### src/rtl/affine_nest_counter.sv
// affine_nest_counter: walks a DIMS-deep rectangular loop nest, one iteration
// every II enabled cycles, emitting a valid strobe with the full index vector.
//
//   state | meaning
//   IDLE  | waiting for start; outputs quiet, idx held at 0
//   RUN   | stepping the nest; valid on every II-th enabled cycle
module affine_nest_counter #(
    parameter int DIMS = 2,
    parameter int W    = 32,
    parameter int II   = 1
) (
    input  logic                clk,
    input  logic                rst,
    input  logic                start,
    input  logic [DIMS*W-1:0]   bounds,
    input  logic                en,
    output logic                valid,
    output logic [DIMS*W-1:0]   idx,
    output logic                last,
    output logic                busy,
    output logic                done
);

    localparam int PW = (II > 1) ? $clog2(II) : 1;

    typedef enum logic {
        IDLE = 1'b0,
        RUN  = 1'b1
    } state_t;

    state_t              state_q, state_d;
    logic [DIMS*W-1:0]   bound_q;
    logic [DIMS*W-1:0]   idx_q;
    logic [DIMS*W-1:0]   idx_next;
    logic [PW-1:0]       phase_q;
    logic                done_q;
    logic                any_zero;
    logic                all_top;

    // Detect an empty nest on the incoming bounds, and the final iteration on the latched ones.
    always_comb begin
        any_zero = 1'b0;
        all_top  = 1'b1;
        for (int d = 0; d < DIMS; d++) begin
            if (bounds[d*W +: W] == '0) any_zero = 1'b1;
            if (idx_q[d*W +: W] != bound_q[d*W +: W] - W'(1)) all_top = 1'b0;
        end
    end

    // Odometer step: ripple a carry from level 0 upward, wrapping levels at their top.
    always_comb begin
        logic carry;
        idx_next = idx_q;
        carry    = 1'b1;
        for (int d = 0; d < DIMS; d++) begin
            if (carry) begin
                if (idx_q[d*W +: W] == bound_q[d*W +: W] - W'(1)) begin
                    idx_next[d*W +: W] = '0;
                end else begin
                    idx_next[d*W +: W] = idx_q[d*W +: W] + W'(1);
                    carry = 1'b0;
                end
            end
        end
    end

    assign busy  = (state_q == RUN);
    assign valid = busy & en & (phase_q == '0);
    assign last  = valid & all_top;
    assign idx   = idx_q;
    assign done  = done_q;

    // State register.
    always_ff @(posedge clk) begin
        if (rst) state_q <= IDLE;
        else     state_q <= state_d;
    end

    // Next-state: an empty nest never enters RUN; the last valid returns to IDLE.
    always_comb begin
        state_d = state_q;
        case (state_q)
            IDLE:    if (start && !any_zero) state_d = RUN;
            RUN:     if (last) state_d = IDLE;
            default: state_d = IDLE;
        endcase
    end

    // Datapath: latch bounds on accept, advance phase and indices, pulse done after the nest.
    always_ff @(posedge clk) begin
        if (rst) begin
            bound_q <= '0;
            idx_q   <= '0;
            phase_q <= '0;
            done_q  <= 1'b0;
        end else begin
            done_q <= 1'b0;
            if (state_q == IDLE) begin
                if (start) begin
                    bound_q <= bounds;
                    idx_q   <= '0;
                    phase_q <= '0;
                    done_q  <= any_zero;
                end
            end else begin
                if (en) begin
                    phase_q <= (phase_q == PW'(II - 1)) ? '0 : phase_q + PW'(1);
                end
                if (valid) begin
                    if (last) begin
                        idx_q   <= '0;
                        phase_q <= '0;
                        done_q  <= 1'b1;
                    end else begin
                        idx_q   <= idx_next;
                    end
                end
            end
        end
    end

endmodule

### config.mk
export PLATFORM = sky130hd
export DESIGN_NAME = affine_nest_counter
export DESIGN_NICKNAME = d
export VERILOG_FILES = /design/src/rtl/affine_nest_counter.sv
export SDC_FILE = /design/constraint.sdc
export NUM_CORES = 1
export LEC_CHECK = 0
export BUFFER_PORTS_ARGS = -buffer_cell sky130_fd_sc_hd__buf_2
export CAP_MARGIN = 40
export CORE_ASPECT_RATIO = 0.6
export CORE_MARGIN = 2
export CORE_UTILIZATION = 52
export DETAILED_ROUTE_END_ITERATION = 7
export PLACE_DENSITY = 0.88
export SLEW_MARGIN = 30
export SYNTH_ARGS = -nofsm -noshare
export SYNTH_HDL_FRONTEND = slang
export SYNTH_SLANG_ARGS = --single-unit
### constraint.sdc
create_clock -name clk -period 3.6 [get_ports clk]
set_input_delay 0.18 -clock clk [delete_from_list [all_inputs] [get_ports clk]]
set_output_delay 0.18 -clock clk [all_outputs]
set_load 0.03 [all_outputs]
==> results by group, run 1 <==
Run status
  – Status: complete, but fails checks
  – Failing checks: negative setup slack

Global route
  – Total gr overflow: 0
  – First-pass GRT wire length: 44,900 um
  – GRT Overall Usage: 32.6%
  – Pin count of the biggest net entering global routing: 49
  – Number of global-route vias before repair: 8,440
  – Initial antenna violation count: 2

Timing
  – Final Skew: 9.99 ps
  – Final setup viols: 32
  – Final Max Tran Viols: 0
  – Final hold violations: 0
  – Minimum clock period: 3870 ps
  – Slew @ Worst Pin: 746 ps
  – Final WS setup: -269 ps
  – RSZ-0062 raised after global routing: true
  – Crit share post-route: 107%
  – Slew Limit Headroom: 50.3%
  – FMAX: 258 MHz

Detailed routing
  – Drt total wl: 29,600 um
  – Total number of vias: 9,666
  – DRT Pass-1 Iters: 5
  – DRT iter0 DRCs: 1,107
  – Routed Antenna Nets: 0
  – Vias/cell: 6.37
  – WL/cell: 19.5 um
  – DRC: 0

Yosys
  – Unique masters post-synth: 74
  – Post-synthesis instance total: 1,136
  – Top FF cell, synth: dfxtp_1
  – Cell Area, Synth: 8530 um^2
  – Main area contributors after synthesis: dfxtp_1 31%, nand2_1 8.5%, a21oi_1 4.8%, xnor2_1 4.1%, xor2_1 3.7%
  – Syn_nets: 1,208
  – Post-Syn Area per Cell: 7.51 um^2
  – Yosys top cell area share: 30.8%
  – Synth Warn #: 0
  – EDFF count, synth: 0
  – Seq/Total Area, Yosys: 30.8%
  – Async S/R FF share, synth: 0%
  – Area leader, netlist: dfxtp_1
  – Synth cell count leaders: 194 x nand2_1, 131 x dfxtp_1, 82 x a21oi_1
  – #FFs+latches synth: 131
  – Count leader, synth: nand2_1

Clock tree
  – Clock H-tree levels: 4
  – Worst-path clk slew: 60 ps
  – Cts bufs inserted: 17
  – Clk buf depth: 2
  – CTS root buf: clkbuf_16
  – TritonCTS clock tree: done
  – Worst-skew pair later-pin latency: 420 ps
  – Clk sinks: 131

Worst setup path
  – Worst-path fanout max: 3
  – Path depth of the worst reg2reg path: 12
  – Crit path launch: bound_q[32]$_SDFFE_PP0P_
  – CP endpoint: last
  – Worst stage delay on the critical path: 540 ps
  – Crit Path Category: reg -> out
  – Crit-path slowest cell: or4_4
  – Worst setup SP type: register
  – Crit path DAT: 3690 ps
  – Worst R2R Start: bound_q[32]$_SDFFE_PP0P_
  – WP data required: 3420 ps
  – Crit. End Element: output port
  – Flop-to-flop setup slack: -180 ps
  – Critical R2R Capture: idx[49]$_SDFFE_PP0P_
  – Critical-path cell list: or4_4, or3_4, or3_4, a211o_1, or4_4, a2111oi_4, and3_4, and2_4, buf_6

Cells and area
  – Filler cells: 1,317
  – Final nets: 1,370
  – Design area: 10,800 um^2
  – Antenna cells: 0
  – Share of layout cells above drive strength 1: 24.1%
  – Layout area overhead: 26.9%
  – Finished Layout Cells: 1,518

Power and ir drop
  – Pwr per Cell Area: 405 nW/um^2
  – Sw Ratio: 30.4%
  – Clock Power Share: 42.9%
  – P_leak: 0.00457 uW
  – Part of the power in registers: 35.6%
  – Combinational Power Share: 21.5%
  – NetSw: 1330 uW
  – Max VDD drop: 0.366 mV
  – Int Pwr: 3050 uW

Placed design
  – Post-DP HPWL: 21,000 um
  – Placed Area: 9770 um^2
  – Port buffer count: 135
  – Final Wtd Congestion: 0.971
  – Placed Cells: 1,476

Flow run
  – Max-cap violation count: 0

Floorplanning
  – Die width: 169 um
  – Effective utilization at floorplan: 52.9%
  – I/O pins: 136
  – Die area: 17,500 um^2
  – Die Ht: 103 um
  – Core area: 16,100 um^2
  – Site Rows: 36

Min path
  – Hold crit path type: in -> reg
-- flip-flops by register name, summed over array words and instances (netlist names) --
| name | flops |
|---|---|
| bound_q | 64 |
| busy | 1 |
| done | 1 |
| idx | 64 |
| phase_q | 1 |
-- cell families (layout without fill, tap and decap cells) --
family	Yosys count	count (layout)	share of synthesized area (%)
adders and majority gates	4	4	0.587
xor gates and xnor gates	76	76	7.81
and+or+nand+nor	552	552	32.9
AOI/OAI and AO/OA	260	260	21.6
DFF	131	131	30.8
muxes	13	13	1.57
buffers and inverters	100	273	4.78
-- cells in the final DEF (no fill, tap or decap), types with 10 or more instances in the layout --
| master | n |
|---|---|
| dfxtp_1 | 130 |
| a31oi_1 | 18 |
| buf_2 | 134 |
| nand4_1 | 27 |
| nor2_1 | 68 |
| nor2b_1 | 11 |
| a32oi_2 | 12 |
| nor3_1 | 37 |
| mux2i_1 | 10 |
| clkbuf_16 | 17 |
| xor2_1 | 36 |
| and2_1 | 17 |
| a21oi_1 | 82 |
| and3_1 | 24 |
| o21ai_0 | 11 |
| o31ai_1 | 10 |
| nand3_1 | 38 |
| xnor2_1 | 40 |
| nand2_1 | 191 |
| or3_1 | 20 |
| a32oi_1 | 13 |
| buf_4 | 69 |
| nand2b_1 | 12 |
| inv_1 | 21 |
| a221o_1 | 10 |
| nor4_1 | 40 |
-- area by class of cell --
class | count | area (um^2) | share of cell area (%)
inverter | 22 | 82.6 | 0.763
clock buffer | 18 | 439 | 4.06
tap | 209 | 262 | 2.42
timing repair buffer | 221 | 1470 | 13.6
clock inverter | 12 | 183 | 1.69
sequential | 131 | 2620 | 24.2
multi-input combinational | 905 | 5760 | 53.2
-- routing by layer --
metal	vias up	routed length (um)	share of wire, %	GRT usage, %
li1	4517	-	-	-
met3	54	3620	12	9.32
met2	588	11900	40	45.5
met1	4503	13500	46	49.0
met4	4	500	1.7	7.63
met5	-	27	0.091	0
-- worst min-delay path by stage --
stage	start	to	slack, ps	cells past startpoint
2_1_floorplan	bounds[31]	bound_q[31]$_SDFFE_PP0P_	320	2
3_3_place_gp	phase_q$_SDFFE_PP0P_	phase_q$_SDFFE_PP0P_	420	2
3_5_place_dp	phase_q$_SDFFE_PP0P_	phase_q$_SDFFE_PP0P_	420	2
4_1_cts	bounds[50]	bound_q[50]$_SDFFE_PP0P_	3	3
5_1_grt	bounds[50]	bound_q[50]$_SDFFE_PP0P_	2	3
6_report	bounds[51]	bound_q[51]$_SDFFE_PP0P_	7	3
-- power groups by stage --
stage          Clock, uW  Combinational [uW]  Sequential (uW)
2_1_floorplan          0                 551             1570
3_3_place_gp           0                 843             1580
3_5_place_dp           0                 860             1580
4_1_cts             1880                 884             1550
5_1_grt             1930                1010             1560
6_report            1880                 941             1560
-- metrics by stage --
| step | hold slack (ps) | total power, uW | setup slack, ps | setup TNS (ps) | utilization, % |
|---|---|---|---|---|---|
| CTS | 3.09 | 4310 | -227 | -1750 | 65.4 |
| global placement | 416 | 2420 | 48.7 | 0 | 60.6 |
| finish | 6.51 | 4380 | -269 | -3450 | 67.1 |
| detailed placement | 419 | 2440 | -49.3 | -340 | 60.6 |
| floorplan | 316 | 2120 | -3.33 | -29.8 | - |
| global route | 2.46 | 4500 | -389 | -7490 | 67.1 |
-- critical path, delay by kind of cell, from the launching register on --
family                 cells  cell delay (ps)
AND/OR/NAND/NOR            6             2190
AO/OA/AOI/OAI              2              610
flip-flops                 1              340
buffers and inverters      1              120
-- repair_timing --
item                       CTS  global route
pin swaps                    5             9
setup buffers                3             6
gates cloned                 4             1
gates resized for setup     13            52
hold buffers                 0             0
hold endpoints to repair     0             0
setup endpoints to repair   28            33
No activity file was read; power rests on OpenSTA's default activity.
==> inputs of run 2 (changes only) <==
--- a/config.mk
+++ b/config.mk
@@ -11,7 +11,7 @@
 export CORE_MARGIN = 2
 export CORE_UTILIZATION = 52
 export DETAILED_ROUTE_END_ITERATION = 7
-export PLACE_DENSITY = 0.88
+export PLACE_DENSITY_LB_ADDON = 0.08
 export SLEW_MARGIN = 30
 export SYNTH_ARGS = -nofsm -noshare
 export SYNTH_HDL_FRONTEND = slang
==> results by group, run 2 (synthesis gave the netlist of run 1 again) <==
Clock tree
  – TritonCTS clock tree: done
  – Cts bufs inserted: 17
  – Worst-skew pair later-pin latency: 420 ps
  – Clk buf depth: 2
  – CTS root buf: clkbuf_16
  – Clock H-tree levels: 4
  – Worst-path clk slew: 60 ps
  – Clk sinks: 131

Global route
  – Met1 GRT Util: 52.2%
  – Initial antenna violation count: 1
  – First-pass GRT wire length: 42,700 um
  – Total gr overflow: 0
  – GRT Overall Usage: 31.1%
  – Pin count of the biggest net entering global routing: 53
  – Number of global-route vias before repair: 7,757
  – Met3 Use GR: 6.16%
  – GR peak layer: met1
  – Grt met2 use: 38.3%

Placed design
  – Post-place setup slack: -20.6 ps
  – Post-DP HPWL: 20,400 um
  – Final Wtd Congestion: 0.908
  – Port buffer count: 135

Worst setup path
  – Crit. End Element: output port
  – Crit Path Category: reg -> out
  – Worst-path fanout max: 3
  – Critical-path cell list: or4_4, or3_4, or3_4, a211o_1, or4_4, a2111oi_4, and3_4, and2_4, buf_6
  – Crit-path slowest cell: or4_4
  – WP data required: 3420 ps
  – Crit path DAT: 3610 ps
  – Worst setup SP type: register
  – Worst stage delay on the critical path: 540 ps

Timing
  – Minimum clock period: 3790 ps
  – Final WS setup: -192 ps
  – Slew @ Worst Pin: 800 ps
  – Final setup viols: 24
  – Slew Limit Headroom: 46.3%
  – Setup_tns: -642 ps
  – Final hold violations: 0
  – FMAX: 264 MHz
  – RSZ-0062 raised after global routing: true
  – Final Max Tran Viols: 0
  – Final Skew: 9.99 ps
  – Crit share post-route: 105%

Cells and area
  – Layout Utilization: 66.0%
  – Final nets: 1,368
  – Most frequent cells in the layout: 192 x nand2_1, 134 x buf_2, 129 x dfxtp_1
  – Layout area overhead: 24.9%
  – Commonest non-fill, non-tap cell in the layout: nand2_1
  – Filler cells: 1,445
  – Share of layout cells above drive strength 1: 22.8%

Power and ir drop
  – Pwr per Cell Area: 397 nW/um^2
  – P_leak: 0.00447 uW
  – Max VDD drop: 0.325 mV

Min path
  – Hold crit path type: in -> reg

Run status
  – Failing checks: negative setup slack
  – Status: complete, but fails checks

Floorplanning
  – Core area: 16,100 um^2
  – Die area: 17,500 um^2
  – I/O pins: 136
  – Site Rows: 36
  – Effective utilization at floorplan: 52.9%
  – Die Ht: 103 um
  – Die width: 169 um

Detailed routing
  – Drt total wl: 28,200 um
  – Routed Antenna Nets: 0
  – DRT Pass-1 Iters: 7
  – DRC: 0
  – WL/cell: 18.6 um
  – Total number of vias: 9,300
  – DRT iter0 DRCs: 940
  – Vias/cell: 6.13

Flow run
  – Max-cap violation count: 0
## run 2: changes by cell type in the layout (fill, tap and decap cells not counted), moves of 3 or more
cell / change
buf_12: -4
dlygate4sd3_1: +5
o31ai_2: -7
clkinv_4: -3
buf_8: -3
a32oi_2: -6
buf_6: -4
o31ai_1: +8
a32oi_1: +6
## run 2: area by class of cell
type	instances	area, um^2	area share [%]
Antenna cell	1	2.50	0.0235
Clock buffer	22	474	4.45
Clock inverter	9	105	0.987
Inverter	22	82.6	0.776
Multi-Input combinational cell	905	5680	53.3
Sequential cell	131	2630	24.7
Tap cell	209	262	2.46
Timing Repair Buffer	219	1420	13.3
## run 2: per-stage QoR
step	hold slack, ps	instance area, um^2	power (uW)	instances
finish	5.98	10600	4230	1518
global route	8.53	10600	4400	1517
CTS	0.0406	10400	4190	1512
detailed placement	419	9760	2450	1474
global placement	417	9720	2430	1472
floorplan	316	8530	2120	1136
## run 2: worst max-delay path: cells and delay by family, from the launching register on
| family | cells | cell delay, ps |
|---|---|---|
| AOI/OAI and AO/OA | 2 | 570 |
| buffers and inverters | 1 | 120 |
| DFF | 1 | 330 |
| and+or+nand+nor | 6 | 2180 |
## run 2: routing by layer
layer	routed length, um	vias to the layer above
met3	2800	32
li1	-	4516
met2	10200	460
met5	11	-
met4	299	2
met1	14900	4290
## run 2: path summary, 6_finish.rpt
path                                               start                        to  slack (ps)  depth (start not counted)
worst max-delay path            bound_q[32]$_SDFFE_PP0P_                      last        -190                          9
worst min-delay path                          bounds[62]  bound_q[62]$_SDFFE_PP0P_           6                          3
worst max register to register  bound_q[32]$_SDFFE_PP0P_      idx[59]$_SDFFE_PP0P_         -70                         12
worst min register to register      phase_q$_SDFFE_PP0P_      phase_q$_SDFFE_PP0P_         430                          2
## run 2: where the power goes
group	total [uW]	internal [uW]	leakage [uW]	switching (uW)
registers	1560	1500	0.00107	63.1
logic	924	384	0.00313	540
clock network	1740	1070	0.000274	678
total	4230	2950	0.00447	1280
## run 2: what timing repair did
item | 4_1_cts | 5_1_grt
pin swaps | 4 | 4
hold buffers | 5 | 0
gates cloned | 0 | 5
endpoints found under the hold margin | 5 | 0
resized for setup | 7 | 30
setup buffers | 2 | 1
endpoints found under the setup margin | 20 | 33
